### config.mk
export PLATFORM = sky130hd
export DESIGN_NAME = ahb_master_busreq
export DESIGN_NICKNAME = d
export VERILOG_FILES = /design/src/rtl/ahb_master_busreq.sv
export SDC_FILE = /design/constraint.sdc
export NUM_CORES = 1
export LEC_CHECK = 0
export CORE_MARGIN = 2
export CORE_UTILIZATION = 25
export DETAILED_ROUTE_END_ITERATION = 7
export PLACE_DENSITY_LB_ADDON = 0.3
export SETUP_SLACK_MARGIN = 0.2
export SLEW_MARGIN = 20
export SYNTH_ARGS = -nofsm -noshare
export SYNTH_HDL_FRONTEND = slang
export SYNTH_SLANG_ARGS = --single-unit
export TNS_END_PERCENT = 30
### constraint.sdc
create_clock -name HCLK -period 2 [get_ports HCLK]
set_input_delay 0.3 -clock HCLK [delete_from_list [all_inputs] [get_ports HCLK]]
set_output_delay 0.3 -clock HCLK [all_outputs]
set_load 0.005 [all_outputs]
### src/rtl/ahb_master_busreq.sv
// AHB master bus-request engine: arbitrates for the bus, issues the beats of a client burst,
// and resumes the burst after a lost grant. A slave ERROR response ends the burst early.
module ahb_master_busreq #(
    parameter int unsigned LENW = 4
) (
    input  logic            HCLK,
    input  logic            HRESETn,
    input  logic            cmd_valid,
    output logic            cmd_ready,
    input  logic [LENW-1:0] cmd_len,
    input  logic            cmd_lock,
    output logic            HBUSREQ,
    output logic            HLOCK,
    input  logic            HGRANT,
    input  logic            HREADY,
    input  logic [1:0]      HRESP,
    output logic [1:0]      HTRANS,
    output logic            beat_issue,
    output logic [LENW-1:0] beat_num,
    output logic            beat_done,
    output logic            done,
    output logic            err
);

    typedef enum logic [1:0] {StIdle, StReq, StXfer, StLast} state_e;

    localparam logic [1:0] TransIdle   = 2'b00;
    localparam logic [1:0] TransNonseq = 2'b10;
    localparam logic [1:0] TransSeq    = 2'b11;
    localparam logic [1:0] RespOkay    = 2'b00;

    state_e          state_q, state_d;
    logic            owner_q, owner_d;
    logic            dphase_q, dphase_d;
    logic [LENW-1:0] len_q, len_d;
    logic            lock_q, lock_d;
    logic [LENW-1:0] issued_q, issued_d;
    logic            first_q, first_d;
    logic            err_sticky_q, err_sticky_d;
    logic            err_start;

    // First cycle of a two-cycle ERROR response on the beat in data phase.
    assign err_start = dphase_q & ~HREADY & (HRESP != RespOkay);
    assign owner_d   = HREADY ? HGRANT : owner_q;
    assign beat_done = dphase_q & HREADY & (HRESP == RespOkay);
    assign beat_num  = issued_q;

    always_comb begin
        state_d      = state_q;
        len_d        = len_q;
        lock_d       = lock_q;
        issued_d     = issued_q;
        first_d      = first_q;
        err_sticky_d = err_sticky_q;
        cmd_ready    = 1'b0;
        HBUSREQ      = 1'b0;
        HLOCK        = 1'b0;
        HTRANS       = TransIdle;
        done         = 1'b0;
        err          = 1'b0;

        if (err_start) begin
            err_sticky_d = 1'b1;
        end

        unique case (state_q)
            StIdle: begin
                cmd_ready = 1'b1;
                if (cmd_valid) begin
                    len_d    = cmd_len;
                    lock_d   = cmd_lock;
                    issued_d = '0;
                    first_d  = 1'b1;
                    state_d  = StReq;
                end
            end
            StReq: begin
                if (err_start) begin
                    state_d = StLast;
                end else begin
                    HBUSREQ = 1'b1;
                    HLOCK   = lock_q;
                    if (owner_q) begin
                        state_d = StXfer;
                    end
                end
            end
            StXfer: begin
                // ERROR wins over grant loss; the pending address phase is cancelled.
                if (err_start) begin
                    state_d = StLast;
                end else if (owner_q) begin
                    HTRANS = first_q ? TransNonseq : TransSeq;
                    if (HREADY && (issued_q == len_q)) begin
                        issued_d = issued_q + LENW'(1);
                        first_d  = 1'b0;
                        state_d  = StLast;
                    end else begin
                        HBUSREQ = 1'b1;
                        HLOCK   = lock_q;
                        if (HREADY) begin
                            issued_d = issued_q + LENW'(1);
                            first_d  = 1'b0;
                        end
                    end
                end else begin
                    HBUSREQ = 1'b1;
                    HLOCK   = lock_q;
                    first_d = 1'b1;
                    state_d = StReq;
                end
            end
            StLast: begin
                if (!dphase_q) begin
                    done         = 1'b1;
                    err          = err_sticky_q;
                    err_sticky_d = 1'b0;
                    state_d      = StIdle;
                end
            end
            default: state_d = StIdle;
        endcase

        beat_issue = (HTRANS != TransIdle) & HREADY;
        dphase_d   = HREADY ? beat_issue : dphase_q;
    end

    always_ff @(posedge HCLK or negedge HRESETn) begin
        if (!HRESETn) begin
            state_q      <= StIdle;
            owner_q      <= 1'b0;
            dphase_q     <= 1'b0;
            len_q        <= '0;
            lock_q       <= 1'b0;
            issued_q     <= '0;
            first_q      <= 1'b0;
            err_sticky_q <= 1'b0;
        end else begin
            state_q      <= state_d;
            owner_q      <= owner_d;
            dphase_q     <= dphase_d;
            len_q        <= len_d;
            lock_q       <= lock_d;
            issued_q     <= issued_d;
            first_q      <= first_d;
            err_sticky_q <= err_sticky_d;
        end
    end

endmodule

==> impl_results.md <==
- Status: completed
- RSZ-0062 raised after global routing: yes
- DR pass1 iterations: 4
- Core box area: 0.003661 mm2
- Vias in the first global route: 850
- Worst slack at placement: -0.1974 ns
- Final Cycle Share: 95.49%
- Worst-skew pair later-pin latency: 0.25 ns
- # IOs: 25
- Uppermost layer routed: met4
- Crit end category: output pin
- Final Hold Slack: 0.3625 ns
- Most common flop cell mapped by yosys: dfrtp_1
- Post-synthesis cell count: 95
- Final wirelength: 2.507 mm
- Worst-Margin Slew: 0.2678 ns
- Clock power share: 14.2%
- Post-synth EDFFs: 0
- Clk slew on worst S/H paths: 0.07 ns
- Die Wd: 65.88 um
- Worst Clk Skew: 0.003948 ns
- Hold WC Path Type: primary input to asynchronous set/reset pin
- Post-synthesis cell type count: 40
- Placed Area: 0.001396 mm2
- Die Area: 0.004340 mm2
- Maximum clock insertion buffer count: 2
- Setup WS post-layout: 0.09022 ns
- Die height: 65.88 um
- Critical Path Fanout Max: 4
- WL met3: 105 um
- First-pass GRT wire length: 3.912 mm
- Fmax: 523.6 MHz
- Sw Pwr: 0.6629 mW
- Pleak: 0.7391 nW
- Critical path data arrival time: 1.61 ns
- Met1 Wirelength: 1.170 mm
- Switching Share: 36.24%
- Post-layout min period: 1.910 ns
- DRC viols: 0
- CTS Buf Count: 3
- Logic pwr share: 58.6%
- Number of I/O port buffers: 24
- Internal Power: 1.166 mW
- Avg WL per Cell: 12.66 um
- Sequential cell area fraction in the yosys report: 39.22%
- Async set-or-reset flop fraction in the synthesized netlist: 100.0%
- Crit path kind: register to output pin
- Grt ovf: 0
- Initial antenna violation count: 0
- R2r setup slk: 0.18 ns
- Area Growth Syn to Fin: 60.26%
- Synth warnings: 0
- Flop pwr share: 27.2%
- Placer Congestion: 0.8381
- Power per Cell Area: 1193 mW/mm2
- Initial core utilization: 26.14%
- Critical Path RT: 1.70 ns
- Synth Register Bits: 15
- Largest net degree at the start of global routing: 16
- Final hold vios: 0
- Non-Filler Cell Area, Final: 0.001534 mm2
- Routed Antenna Nets: 0
- Nets: 168
- PnR Total Power: 1.829 mW
- DRT iter0 DRCs: 24
- Root buf cell: clkbuf_8
- Total Neg Setup Slack: 0 ns
- Clk sinks: 15
- Row count: 22
- Synth top area cells: dfrtp_1 39%, ha_1 6.5%, mux2_2 5.9%
- Final Util: 41.90%
- Cells after DPL: 186
- Number of diodes: 0
- Vias/cell: 4.520
- Mapped Area: 957.2 um2
- Setup crit start kind: register
- Max Cap Viol: 0
- Final setup violation count: 0
- Hold_buf cts: 0
- CTS tree: built
- Htree depth: 1
- FF-to-FF path depth: 10
- Commonest non-fill, non-tap cell in the layout: buf_4
- Yosys top cell by area: dfrtp_1
- FF-to-FF End: state_q[0]
- Wire length on met2: 1.174 mm
- Avg Inst Size Synth: 10.08 um2
- Most frequent cells in the layout: 27 x buf_4, 15 x clkdlybuf4s50_1, 14 x dfrtp_1, 8 x o21ai_0, 6 x a21oi_1
- All-Layer GR Usage: 11.91%
- Share of the synthesized area in the top cell type: 39.22%
- Dpl hpwl: 1.886 mm
- Worst reg2reg startpoint: state_q[1]
- Slew Viols, Final: 0
- Share of cells above drive strength 1: 41.33%
- Slew headroom: 82.09%
- Post-Layout Cell Count: 198
- Peak supply drop: 0.5300 mV
- Post-Syn Nets: 112
- Routed vias: 895
- Fillers: 369
-- routing by layer --
metal / global-route usage, % / up-vias
met2: 19.32 / 22
met3: 2.385 / 7
met1: 15.55 / 417
met4: 4.427 / 0
met5: 0 / -
li1: - / 449
-- state kept, by name (all words and copies together) (netlist names) --
name and cells:
beat_num 4, len_q 4, state_q 2, dphase_q 1, err_sticky_q 1, first_q 1, lock_q 1, owner_q 1
-- layout make-up --
type                       instances  area (um2)  share of cell area, %
multi-input combinational         71       571.8                  37.28
clock buffer                       3       41.29                  2.692
inverter                           7       26.28                  1.713
clock inverter                     1       5.005                 0.3263
timing repair buffer              53       452.9                  29.53
tap                               48       60.06                  3.915
sequential                        15       376.6                  24.55
-- critical path, cell delays in order (launching register included) --
cell and delay, ns:
dfrtp_1 0.39, buf_4 0.15, ha_1 0.21, nor2b_2 0.17
clkdlybuf4s50_1 0.44
-- synth_stat cells (all sizes together) (3+ instances only) --
cell	instances
o21ai	10
a21oi	6
mux2	5
nor2b	3
inv	7
dfrtp	15
ha	5
nor2	9
xnor2	3
nand2	5
-- cell families after synthesis --
group	Yosys count	synth area share, %
AO/OA/AOI/OAI	30	21.83
XOR/XNOR	4	3.661
adder cells (fa/ha/maj)	5	6.536
buffers and inverters	9	4.706
flip-flops	15	39.22
multiplexers	5	5.882
AND/OR/NAND/NOR	27	18.17
-- how the worst max path moves through the flow --
stage                    start     endpoint  slack [ns]  cells past startpoint
floorplan           state_q[0]  beat_num[3]        0.35                      9
global placement      HRESP[1]        HLOCK       -0.21                      6
finish              state_q[0]         done        0.09                      4
CTS                 state_q[0]   beat_issue        0.06                      6
detailed placement      HREADY        HLOCK       -0.20                      6
global route        state_q[0]         done      -0.002                      4
-- timing repair --
item / 4_1_cts / 5_1_grt
resized for setup: 24 / 6
endpoints found under the setup margin: 9 / 11
buffers inserted: 5 / 3
pin swaps: 8 / 2
-- power by group through the flow --
stage | clock network, mW | registers, mW | logic [mW]
6_report | 0.259 | 0.498 | 1.07
5_1_grt | 0.282 | 0.514 | 1.17
4_1_cts | 0.259 | 0.498 | 1.06
3_5_place_dp | 0 | 0.492 | 0.982
3_3_place_gp | 0 | 0.487 | 0.965
2_1_floorplan | 0 | 0.502 | 0.520
No activity file was read; power rests on OpenSTA's default activity.
